`config.mk`:
```
export PLATFORM = sky130hd
export DESIGN_NAME = sdram_word_bridge_flat
export DESIGN_NICKNAME = d
export VERILOG_FILES = /design/src/rtl/sdram_word_bridge_if.sv /design/src/rtl/sdram_word_bridge.sv /design/src/flat_wrapper.sv
export SDC_FILE = /design/constraint.sdc
export NUM_CORES = 1
export LEC_CHECK = 0
export ABC_AREA = 0
export BUFFER_PORTS_ARGS = -buffer_cell sky130_fd_sc_hd__buf_2
export CAP_MARGIN = 20
export CORE_MARGIN = 4
export CORE_UTILIZATION = 54
export CTS_CLUSTER_DIAMETER = 150
export CTS_CLUSTER_SIZE = 20
export DETAILED_ROUTE_END_ITERATION = 16
export PLACE_DENSITY = 0.9
export SLEW_MARGIN = 20
export SYNTH_ARGS = -nofsm -noshare
export SYNTH_HDL_FRONTEND = slang
export SYNTH_SLANG_ARGS = --single-unit
export TNS_END_PERCENT = 100
```
`constraint.sdc`:
```
create_clock -name i_clock_25_mhz -period 2.1 [get_ports i_clock_25_mhz]
set_input_delay 0.42 -clock i_clock_25_mhz [delete_from_list [all_inputs] [get_ports i_clock_25_mhz]]
set_output_delay 0.42 -clock i_clock_25_mhz [all_outputs]
set_load 0.02 [all_outputs]
```
`src/rtl/sdram_word_bridge_if.sv`:
```
// CPU-side request/response and byte-wide SDRAM-side signals of the word bridge.
// The bridge takes the slave view; the CPU/memory environment takes the master view.
interface sdram_word_bridge_if #(
    parameter int ADDR_W = 26
);
    logic              i_req;
    logic [ADDR_W-1:0] i_addr;
    logic              i_we;
    logic              i_wide;
    logic [15:0]       i_wdata;
    logic              o_busy;
    logic              o_done;
    logic              o_error;
    logic [15:0]       o_rdata;
    logic              o_mem_req;
    logic [ADDR_W-1:0] o_mem_address;
    logic              o_mem_we;
    logic [7:0]        o_mem_data;
    logic [7:0]        i_mem_data;
    logic              i_mem_ready;

    modport slave (
        input  i_req, i_addr, i_we, i_wide, i_wdata, i_mem_data, i_mem_ready,
        output o_busy, o_done, o_error, o_rdata,
        output o_mem_req, o_mem_address, o_mem_we, o_mem_data
    );

    modport master (
        output i_req, i_addr, i_we, i_wide, i_wdata, i_mem_data, i_mem_ready,
        input  o_busy, o_done, o_error, o_rdata,
        input  o_mem_req, o_mem_address, o_mem_we, o_mem_data
    );
endinterface

```
`src/rtl/sdram_word_bridge.sv`:
```
// Splits CPU 8/16-bit little-endian accesses into single-byte SDRAM cycles,
// with a per-byte ready timeout so a stalled memory cannot hang the CPU.
module sdram_word_bridge #(
    parameter int ADDR_W  = 26,
    parameter int TIMEOUT = 255
) (
    input logic                i_clock_25_mhz,
    input logic                i_reset_n,
    sdram_word_bridge_if.slave bus
);
    localparam logic [2:0] S_IDLE = 3'd0;
    localparam logic [2:0] S_LO   = 3'd1;
    localparam logic [2:0] S_GAP  = 3'd2;
    localparam logic [2:0] S_HI   = 3'd3;
    localparam logic [2:0] S_DONE = 3'd4;

    localparam int               CNT_W      = (TIMEOUT > 0) ? $clog2(TIMEOUT + 1) : 1;
    localparam logic [CNT_W-1:0] WAIT_LIMIT = CNT_W'(TIMEOUT);

    logic [2:0]        state;
    logic [ADDR_W-1:0] addr_q;
    logic              we_q;
    logic              wide_q;
    logic [7:0]        wdata_hi_q;
    logic              first_q;
    logic [CNT_W-1:0]  wait_cnt;
    logic              busy_q;
    logic              error_q;
    logic [15:0]       rdata_q;
    logic              mem_req_q;
    logic              mem_we_q;
    logic [ADDR_W-1:0] mem_addr_q;
    logic [7:0]        mem_data_q;

    logic              in_byte;
    logic              ready_ok;
    logic              timed_out;
    logic              byte_end;
    logic [7:0]        rx_byte;

    // Ready in the first cycle of a byte may be left over from the previous cycle.
    always_comb begin
        in_byte   = (state == S_LO) || (state == S_HI);
        ready_ok  = in_byte && !first_q && bus.i_mem_ready;
        timed_out = (TIMEOUT != 0) && in_byte && !ready_ok && (wait_cnt == WAIT_LIMIT);
        byte_end  = ready_ok || timed_out;
        rx_byte   = ready_ok ? bus.i_mem_data : 8'hFF;
    end

    always_ff @(posedge i_clock_25_mhz or negedge i_reset_n) begin
        if (!i_reset_n) begin
            state      <= S_IDLE;
            addr_q     <= '0;
            we_q       <= 1'b0;
            wide_q     <= 1'b0;
            wdata_hi_q <= '0;
            first_q    <= 1'b0;
            wait_cnt   <= '0;
            busy_q     <= 1'b0;
            error_q    <= 1'b0;
            rdata_q    <= '0;
            mem_req_q  <= 1'b0;
            mem_we_q   <= 1'b0;
            mem_addr_q <= '0;
            mem_data_q <= '0;
        end else begin
            case (state)
                S_IDLE: begin
                    if (bus.i_req) begin
                        addr_q     <= bus.i_addr;
                        we_q       <= bus.i_we;
                        wide_q     <= bus.i_wide;
                        wdata_hi_q <= bus.i_wdata[15:8];
                        busy_q     <= 1'b1;
                        error_q    <= 1'b0;
                        rdata_q    <= '0;
                        first_q    <= 1'b1;
                        wait_cnt   <= '0;
                        mem_req_q  <= 1'b1;
                        mem_we_q   <= bus.i_we;
                        mem_addr_q <= bus.i_addr;
                        if (bus.i_we) mem_data_q <= bus.i_wdata[7:0];
                        state      <= S_LO;
                    end
                end
                S_LO, S_HI: begin
                    first_q <= 1'b0;
                    if (byte_end) begin
                        mem_req_q <= 1'b0;
                        mem_we_q  <= 1'b0;
                        if (timed_out) error_q <= 1'b1;
                        if (!we_q) begin
                            if (state == S_LO) rdata_q[7:0]  <= rx_byte;
                            else               rdata_q[15:8] <= rx_byte;
                        end
                        state <= (state == S_LO && wide_q) ? S_GAP : S_DONE;
                    end else begin
                        wait_cnt <= wait_cnt + 1'b1;
                    end
                end
                S_GAP: begin
                    first_q    <= 1'b1;
                    wait_cnt   <= '0;
                    mem_req_q  <= 1'b1;
                    mem_we_q   <= we_q;
                    mem_addr_q <= addr_q + 1'b1;
                    if (we_q) mem_data_q <= wdata_hi_q;
                    state      <= S_HI;
                end
                S_DONE: begin
                    busy_q <= 1'b0;
                    state  <= S_IDLE;
                end
                default: state <= S_IDLE;
            endcase
        end
    end

    assign bus.o_busy        = busy_q;
    assign bus.o_done        = (state == S_DONE);
    assign bus.o_error       = error_q;
    assign bus.o_rdata       = rdata_q;
    assign bus.o_mem_req     = mem_req_q;
    assign bus.o_mem_address = mem_addr_q;
    assign bus.o_mem_we      = mem_we_q;
    assign bus.o_mem_data    = mem_data_q;
endmodule

```
`src/flat_wrapper.sv`:
```
// flat-port wrapper written by rule: the top's interface ports become plain ports
module sdram_word_bridge_flat 
#(
    parameter int ADDR_W  = 26,
    parameter int TIMEOUT = 255
)
  (i_clock_25_mhz, i_reset_n, bus_i_req, bus_i_addr, bus_i_we, bus_i_wide, bus_i_wdata, bus_i_mem_data, bus_i_mem_ready, bus_o_busy, bus_o_done, bus_o_error, bus_o_rdata, bus_o_mem_req, bus_o_mem_address, bus_o_mem_we, bus_o_mem_data);
  sdram_word_bridge_if #(.ADDR_W(ADDR_W)) bus_i ();
  input logic i_clock_25_mhz;
  input logic i_reset_n;
  input wire logic [$bits(bus_i.i_req)-1:0] bus_i_req;
  input wire logic [$bits(bus_i.i_addr)-1:0] bus_i_addr;
  input wire logic [$bits(bus_i.i_we)-1:0] bus_i_we;
  input wire logic [$bits(bus_i.i_wide)-1:0] bus_i_wide;
  input wire logic [$bits(bus_i.i_wdata)-1:0] bus_i_wdata;
  input wire logic [$bits(bus_i.i_mem_data)-1:0] bus_i_mem_data;
  input wire logic [$bits(bus_i.i_mem_ready)-1:0] bus_i_mem_ready;
  output wire logic [$bits(bus_i.o_busy)-1:0] bus_o_busy;
  output wire logic [$bits(bus_i.o_done)-1:0] bus_o_done;
  output wire logic [$bits(bus_i.o_error)-1:0] bus_o_error;
  output wire logic [$bits(bus_i.o_rdata)-1:0] bus_o_rdata;
  output wire logic [$bits(bus_i.o_mem_req)-1:0] bus_o_mem_req;
  output wire logic [$bits(bus_i.o_mem_address)-1:0] bus_o_mem_address;
  output wire logic [$bits(bus_i.o_mem_we)-1:0] bus_o_mem_we;
  output wire logic [$bits(bus_i.o_mem_data)-1:0] bus_o_mem_data;
  assign bus_i.i_req = bus_i_req;
  assign bus_i.i_addr = bus_i_addr;
  assign bus_i.i_we = bus_i_we;
  assign bus_i.i_wide = bus_i_wide;
  assign bus_i.i_wdata = bus_i_wdata;
  assign bus_i.i_mem_data = bus_i_mem_data;
  assign bus_i.i_mem_ready = bus_i_mem_ready;
  assign bus_o_busy = bus_i.o_busy;
  assign bus_o_done = bus_i.o_done;
  assign bus_o_error = bus_i.o_error;
  assign bus_o_rdata = bus_i.o_rdata;
  assign bus_o_mem_req = bus_i.o_mem_req;
  assign bus_o_mem_address = bus_i.o_mem_address;
  assign bus_o_mem_we = bus_i.o_mem_we;
  assign bus_o_mem_data = bus_i.o_mem_data;
  sdram_word_bridge #(.ADDR_W(ADDR_W), .TIMEOUT(TIMEOUT)) u_core (.i_clock_25_mhz(i_clock_25_mhz), .i_reset_n(i_reset_n), .bus(bus_i));
endmodule
```
# Yosys cells after proc, flatten, opt, wreduce, memory -nomap -nowiden
# Cells that the tools add are included.
# op_classes
n_div	0
n_lt_le_gt_ge	0
n_eq_ne	14
multipliers	0
n_mux	31
bitwise_logic	0
n_reduce_logical	26
addsub	2
n_shift	0
# ops
cell	n
$mux 8	8
$pmux 26 s2	1
$mux 16	3
$pmux 16 s2	1
$add 26x1->26 const B	1
$mux 26	1
$pmux 8 s3	1
$pmux 8 s2	1
$ne 2x2->1 const B	5
$reduce_and 2->1	5
$reduce_and 5->1	2
$mux 3	3
$pmux 1 s3	3
$pmux 3 s3	1
$add 8x1->8 const B	1
$eq 8x8->1 const B	1
$ne 2x1->1 const B	4
$reduce_and 4->1	2
$eq 3x2->1 const B	2
$mux 1	6
$reduce_and 3->1	2
$reduce_bool 2->1	3
$logic_and 1x1->1	5
$pmux 1 s2	2
7 further kinds	9
# word_totals
n_memories	0
input_bits	56
wordCells	88
output_inout_bits	55
ram_bits	0
latchBits	0
regBits	102
rom_bits	0

# Depth between registers and ports, before layout
# Gate-level depths: netlist (run 1).
# logic_depth
depth_word	10
mapped_depth	7
depth_no_buf	6

# Least setup slack after synthesis (run 1)
# OpenSTA, ideal clock, no wires.
# synth_timing
path_kind	reg2reg
startpoint	register u_core.wait_cnt[0]
endpoint	register u_core.rdata_q[0] (netlist: u_core.bus.o_rdata[0])
period_less_slack_ns	1.897
required_ns	1.975
stages_incl_launch_ff	8
path_slack_ns	0.203
path_buffers	1
arrival_time_ns	1.772
setup_time_ns	0.125
cell_sequence	dfrtp_1 -> ha_1 -> nand3_4 -> o211a_4 -> nand2b_4 -> a211o_1 -> buf_6 -> mux2_4
# synth_via
elab_chain_len	5
# synth_rtl
item	line	rtl
start: declaration	sdram_word_bridge.sv:26	logic [CNT_W-1:0] wait_cnt;
start signal: assignment	sdram_word_bridge.sv:98	wait_cnt <= wait_cnt + 1'b1;
$eq 8x8->1	sdram_word_bridge.sv:45	timed_out = (TIMEOUT != 0) && in_byte && !ready_ok && (wait_cnt == WAIT_LIMIT);
$logic_and 1x1->1	sdram_word_bridge.sv:45	
$logic_or 1x1->1	sdram_word_bridge.sv:46	byte_end = ready_ok || timed_out;
$ne 2x1->1 (no line)	--	
$reduce_and 5->1 (no line)	--	
end signal: assignment	sdram_word_bridge.sv:93	if (state == S_LO) rdata_q[7:0] <= rx_byte;
end: declaration	sdram_word_bridge.sv:29	logic [15:0] rdata_q;
# Every way passes these cells.
# A chain may end at the register's enable or synchronous reset.

# Worst setup path in the final report (run 1)
# layout_timing
startpoint	register u_core.wait_cnt[0]
endpoint	register u_core.rdata_q[5] (netlist: u_core.bus.o_rdata[5])
# The elaborated chain is that of the path after synthesis.

==> metrics.txt, run 1 <==
status=finished clean; die width=102.3 um; post-CTS setup-driven buffer insertion count=0; initial antenna violation count=0; Slew headroom=63.66%; largest net degree at the start of global routing=53; top post-synthesis cells by area=dfrtp_1 53%, nand2_1 11%, xor2_1 3.5%; xor/xnor share of the synthesized area=4.743%; adder-cell share of the synthesized area=0.5212%; detailed placement HPWL=8008 um; Placeable Area=8678 sq um; FF-to-FF path depth=6; FF/Latch Area=2552 sq um; GRT Total Usage=21.78%; Starting Density=55.32%; final global-route overflow total=0; area of the multi-input gates=2096 sq um; Fill cells=approximately 710; reg-to-reg slack, setup=between 0.05 and 0.06 ns; RR Startpoint=u_core.wait_cnt[0]$_DFFE_PN0P_; Endpoint, Worst Hold=u_core.wdata_hi_q[3]$_DFFE_PN0P_; share of cells above drive strength 1=a little under a third; Placer Congestion=0.8135; die height=102.3 um; top-count cell post-synth=nand2_1; post-route ant nets=0; Final Slew Violations=0; CTS tree=built; Crit-path slowest cell=a211o_2; Antenna Diode Count=0; leakage power=2.928 nW; Vias/cell=5.445; WP buf/inv=0; list of most frequent post-synthesis cells=138 x nand2_1, 102 x dfrtp_1, 33 x o21ai_0; WP data required=between 2 and 2.5 ns; Worst setup SP type=register; placed insts=689; crit path DAT=2.29 ns; DR WL/cell=15.63 um; Vias=3844; die area=10460 sq um; Max-Cap Viols=0; post-synthesis simple-gate area fraction=19.70%; Avg Inst Size Synth=10.11 sq um; sequential area share after synthesis=53.17%; total routed wirelength=11030 um; Crit Path Category=reg2reg; Final min period=2.040 ns; Synth Area in Compound Gates=around 11%; DR pass1 iterations=4; Critical R2R Capture=u_core.bus.o_rdata[5]$_DFFE_PN0P_; post-layout util=65.61%; Net Count, Synth=~530; Rows=34; Power Dens Cells=1503 nW/um^2; Critical Path Sink Type=register; Ys Warns=0; synthesized cell area=4801 sq um; CP top delay family=compound AO/OA/AOI/OAI gates; Final Hold Violating Endpoints=0; #FFs+latches synth=just over 100; worst path cell trace=ha_2 -> nand3_4 -> o211a_4 -> nand2b_4 -> a211o_2 -> mux2_4; Hold Crit Start=bus_i_wdata[11]; cell count after synthesis=475; worst hold stages=3; CP peak stage delay=0.44 ns; synth unique cells=52; Setup violations, final=0; mux contribution to synthesized area=6.750%; Worst Hold Class=in2reg; Cell Count, Final, Fillers Out=706; Worst Tran Pin Value=around 0.54 ns; largest family of logic cells by synthesized area=simple AND/OR/NAND/NOR gates; Area growth, synth to finish=18.61%; nets=about 650; # IOs=111; Clk Latency, worst-skew pair=0.36 ns; FMAX=490.1 MHz; period utilization=a little over nine tenths; Max VDD drop=0.6804 mV; # DRC=0; clk root buf=clkbuf_8; Clock transition at path regs=roughly 0.1 ns; First DRT Iteration DRCs=126; clk_skew=0.01141 ns; H-tree depth=3; # port buffers=110; first-pass GRT wire length=around 18000 um; Post-synth EDFFs=0; vias in the first global route=3914; ys flop type=dfrtp_1; Crit Path Max Fanout=8; Synth top area share=53.17%; Synth async-reset ratio=between 90% and 100%; CTS sink count=102; CTS Buf Count=9; Max Root-Sink Buffers=2; area leader, netlist=dfrtp_1
final cells by class:
| type | count | share of cell area, % |
|---|---|---|
| sequential | 102 | 44.83 |
| tap | 108 | 2.373 |
| clock inverter | 7 | 0.8789 |
| timing repair buffer | 129 | 12.48 |
| inverter | 7 | 0.4614 |
| multi-input combinational | 344 | 36.81 |
| clock buffer | 9 | 2.175 |
cells by family (layout without fill, tap and decap cells):
logic type | count (synthesis) | after routing
compound gates | 85 | 85
mux | 27 | 27
fa+ha+maj | 2 | 2
flops | 102 | 102
xor+xnor | 26 | 26
buf+inv | 29 | 152
simple gates | 204 | 204
power by group:
group          leakage (nW)  internal [mW]  switching, mW
Clock                0.0933          0.436          0.682
Combinational          1.56           1.64           2.27
Sequential             1.28           2.85          0.682
Total                  2.93           4.93           3.63
worst reg2reg max path: stages, from the launching register on:
cell and delay, ns:
dfrtp_1 0.41, ha_2 0.24, nand3_4 0.09, o211a_4 0.26, nand2b_4 0.16, a211o_2 0.44
mux2_4 0.33
metrics by stage:
stage	power [mW]	area, sq um	setup TNS (ns)	setup slack, ns	hold WS (ns)
finish	8.559	5694	0	0.05972	0.2426
detailed placement	7.478	5502	0	0.009297	0.3385
floorplan	6.257	4801	0	0.2030	0.1244
global placement	7.258	5502	0	0.06818	0.3314
global route	9.200	5694	-0.0003484	-0.0003484	0.2361
CTS	8.619	5687	0	0.03861	0.2299
layout by cell type (no fill, tap or decap), types with 2 or more instances in the layout:
master    Yosys  routed
o21ai_0      33      33
mux2_4        8       8
a21oi_1       5       5
xor2_1       19      19
o21a_1       10      10
a31o_2        2       2
buf_4         0      18
buf_2         5     109
nand3b_1      2       2
and3_1        5       5
inv_1         7       7
nor3_2        1       2
xnor2_1       7       7
mux2_2       11      11
clkbuf_8      2       9
nand2_1     138     138
clkinv_4      0       3
nor2_1       20      20
and2_1        4       4
o211ai_1      6       6
a22oi_1      13      13
a31oi_1       5       5
clkinv_2      0       3
mux2i_1       8       8
a21o_1        2       2
dfrtp_1     102     102
nand3_1      12      12
nand4_1       8       8
per-layer routing:
metal	routed length, um	part of all wire, %	track usage (%)	vias up
li1	-	-	-	1841
met1	4743	43	28.18	1854
met2	5389	49	36.93	132
met3	707	6.4	3.891	17
met4	193	1.7	7.669	0
met5	0	0	0	-
flip-flops by register name, summed over array words and instances (netlist names), 3 cells and up:
register                  cells
u_core.bus.o_mem_data         8
u_core.state                  3
u_core.bus.o_mem_address     26
u_core.bus.o_rdata           16
u_core.wait_cnt               8
u_core.addr_q                26
u_core.wdata_hi_q             8
worst max path at each step:
stage,startpoint,endpoint,slack [ns],cells past startpoint
2_1_floorplan,u_core.wait_cnt[0]$_DFFE_PN0P_,u_core.bus.o_rdata[0]$_DFFE_PN0P_,0.20,7
3_3_place_gp,bus_i_mem_ready,u_core.bus.o_rdata[6]$_DFFE_PN0P_,0.07,6
3_5_place_dp,u_core.wait_cnt[0]$_DFFE_PN0P_,u_core.bus.o_rdata[5]$_DFFE_PN0P_,0.009,6
4_1_cts,u_core.wait_cnt[0]$_DFFE_PN0P_,u_core.bus.o_rdata[5]$_DFFE_PN0P_,0.04,6
5_1_grt,u_core.wait_cnt[0]$_DFFE_PN0P_,u_core.bus.o_rdata[5]$_DFFE_PN0P_,-0.0003,6
6_report,u_core.wait_cnt[0]$_DFFE_PN0P_,u_core.bus.o_rdata[5]$_DFFE_PN0P_,0.06,6
timing repair:
action                     in CTS  in global routing
hold endpoints to repair       21                  0
hold buffers                    1                  0
resized for setup               1                  2
setup endpoints to repair       8                 17
(Power assumes the default switching activity.)
==> run 2, diff against run 1 <==
Settings changed: CTS_CLUSTER_DIAMETER 150 to not set, HOLD_SLACK_MARGIN set to 0.12, SETUP_SLACK_MARGIN set to 0.5.
==> metrics.txt, run 2 (synthesis gave the netlist of run 1 again) <==
Crit-path slowest cell=dfrtp_1; GRT Total Usage=22.83% (+1.1 points); worst setup margin=0.2251 ns (+0.1653 ns); share of cells above drive strength 1=40.40% (+9.6 points); nets=699 (+7.4%); Area growth, synth to finish=34.69%; CP peak stage delay=0.42 ns (-0.02 ns); Critical Path Sink Type=register; crit path DAT=2.14 ns (-0.15 ns); CTS Buf Count=9 (unchanged); DR WL/cell=17.22 um (+10%); Max-Cap Viols=0 (unchanged); Placer Congestion=0.8452 (+3.9%); leakage power=3.285 nW (+12%); largest net degree at the start of global routing=44 (-17%); Placeable Area=8678 sq um (unchanged); Rows=34 (unchanged); Vias=4161 (+8.2%); Vias/cell=5.519 (+1.4%); CTS tree=built; post-route ant nets=0 (unchanged); period utilization=89.28% (-7.9 points); H-tree depth=3 (unchanged); detailed placement HPWL=8025 um (+0.22%); clk_skew=0.01237 ns (+0.0009592 ns); WP data required=2.36 ns (about the same); post-place setup slack=0.09516 ns (+0.08586 ns); hold slack=0.2226 ns (-0.02002 ns); worst path cell trace=ha_4 -> nand3_4 -> o211a_4 -> nand2b_4 -> buf_6 -> nor2_4 -> buf_12 -> mux2_4; CP top delay family=flip-flops; total routed wirelength=12980 um (+18%); clock power share=13.0% (about the same); # IOs=111 (unchanged); Crit Path Max Fanout=8 (unchanged); die height=102.3 um (unchanged); Sequential Power Share=35.9% (-5.3 points); placed insts=688 (-0.15%); clk root buf=clkbuf_8; Setup Total Neg Slack=0 ns (unchanged); Max VDD drop=0.8292 mV (+22%); switching power=4.140 mW (+14%); die width=102.3 um (unchanged); Worst Tran Pin Value=0.5925 ns (+0.05140 ns); # port buffers=110 (unchanged); vias in the first global route=4107 (+4.9%); Worst setup SP type=register; first-pass GRT wire length=18910 um (+4.3%); routed wl met2=6571 um (+22%); commonest non-fill, non-tap cell in the layout=nand2_1; Power Dens Cells=1542 nW/um^2 (+2.6%); commonest cells after routing, fill and taps aside=133 x nand2_1, 109 x buf_2, 97 x dfrtp_1; Logic pwr share=51.1% (+5.4 points); Starting Density=55.32% (unchanged); Max Root-Sink Buffers=2 (unchanged); Sw Ratio=41.52% (-0.93 points); Antenna Diode Count=0 (unchanged); status=finished clean; metal1 wirelength=5334 um (+12%); Slew headroom=60.50% (-3.2 points); First DRT Iteration DRCs=176 (+40%); uppermost layer routed=met4; Setup violations, final=0 (unchanged); die area=10460 sq um (unchanged); Final Slew Violations=0 (unchanged); Final Hold Violating Endpoints=0 (unchanged); Final min period=1.875 ns (-0.1653 ns); Clock transition at path regs=0.11 ns (about the same); # DRC=0 (unchanged); reg-to-reg slack, setup=0.23 ns (+0.17 ns); met3 wire length=788 um (+11%); Crit Path Category=reg2reg; Fill cells=588 (-17%); Internal=5.831 mW (+18%); post-layout util=74.51% (+8.9 points); DR pass1 iterations=5 (+1); CTS sink count=102 (unchanged); WP buf/inv=2 (+2); final global-route overflow total=0 (unchanged); Cell Count, Final, Fillers Out=754 (+6.8%); initial antenna violation count=0 (unchanged); FMAX=533.4 MHz (+8.8%); Worst Hold Class=in2reg; Clk Latency, worst-skew pair=0.38 ns (+0.02 ns); RSZ-0062 raised after global routing=true
-- run 2: cell types whose count changed in the layout (fill, tap and decap cells not counted), moves of 4 or more --
cell,before,now
mux2_4,8,16
dfrtp_2,0,5
clkbuf_16,0,4
buf_12,1,5
dfrtp_1,102,97
nand2_2,0,5
buf_4,18,49
buf_6,0,6
o21ai_1,1,18
mux2_2,11,3
o21ai_0,33,16
nand2_1,138,133
-- run 2: worst paths after layout --
| path | start | to | cells after the start |
|---|---|---|---|
| min in group asynchronous | i_reset_n | u_core.bus.o_rdata[2]$_DFFE_PN0P_ | 2 |
| hold / removal | bus_i_wdata[10] | u_core.wdata_hi_q[2]$_DFFE_PN0P_ | 3 |
| max in group asynchronous | i_reset_n | u_core.addr_q[11]$_DFFE_PN0P_ | 3 |
| setup / recovery | u_core.wait_cnt[1]$_DFFE_PN0P_ | u_core.bus.o_rdata[13]$_DFFE_PN0P_ | 8 |
| hold reg to reg | u_core.wdata_hi_q[3]$_DFFE_PN0P_ | u_core.wdata_hi_q[3]$_DFFE_PN0P_ | 2 |
| setup reg to reg | u_core.wait_cnt[1]$_DFFE_PN0P_ | u_core.bus.o_rdata[13]$_DFFE_PN0P_ | 8 |
-- run 2: power groups by stage --
| stage | Sequential (mW) | Combinational (mW) | Clock [mW] |
|---|---|---|---|
| 6_report | 3.58 | 5.09 | 1.30 |
| 5_1_grt | 3.67 | 5.49 | 1.39 |
| 4_1_cts | 3.51 | 4.51 | 1.31 |
| 3_5_place_dp | 3.57 | 3.91 | 0 |
| 3_3_place_gp | 3.52 | 3.76 | 0 |
| 2_1_floorplan | 4.03 | 2.26 | 0 |
-- run 2: worst min-delay path, delay by kind of cell --
kind	cells	cell delay (ns)
buffers and inverters	1	0.08
and+or+nand+nor	2	0.08
-- run 2: per-layer routing --
| metal | vias to the layer above | track usage (%) |
|---|---|---|
| li1 | 1938 | - |
| met3 | 26 | 3.140 |
| met1 | 2044 | 29.57 |
| met5 | - | 0 |
| met4 | 0 | 8.375 |
| met2 | 153 | 39.18 |
-- run 2: layout make-up --
cell class / count / area (sq um) / area share (%)
inverters: 7 / 26.28 / 0.4063
repair buffers: 177 / 1236 / 19.12
clock inverters: 7 / 81.33 / 1.258
well taps: 108 / 135.1 / 2.090
flip-flops and latches: 102 / 2559 / 39.57
clock buffers: 9 / 123.9 / 1.916
multi-input cells: 344 / 2305 / 35.64
-- run 2: stage by stage --
step | total power, mW | cell area, sq um
finish | 9.971 | 6466
global route | 10.55 | 6466
CTS | 9.329 | 6075
detailed placement | 7.483 | 5522
global placement | 7.280 | 5522
floorplan | 6.293 | 4827
-- run 2: what timing repair did --
action	in CTS	in global routing
hold buffers	1	0
cloned	1	4
hold endpoints to repair	41	0
setup buffers	28	16
setup endpoints to repair	71	69
gates resized for setup	29	56
pin swaps	9	18
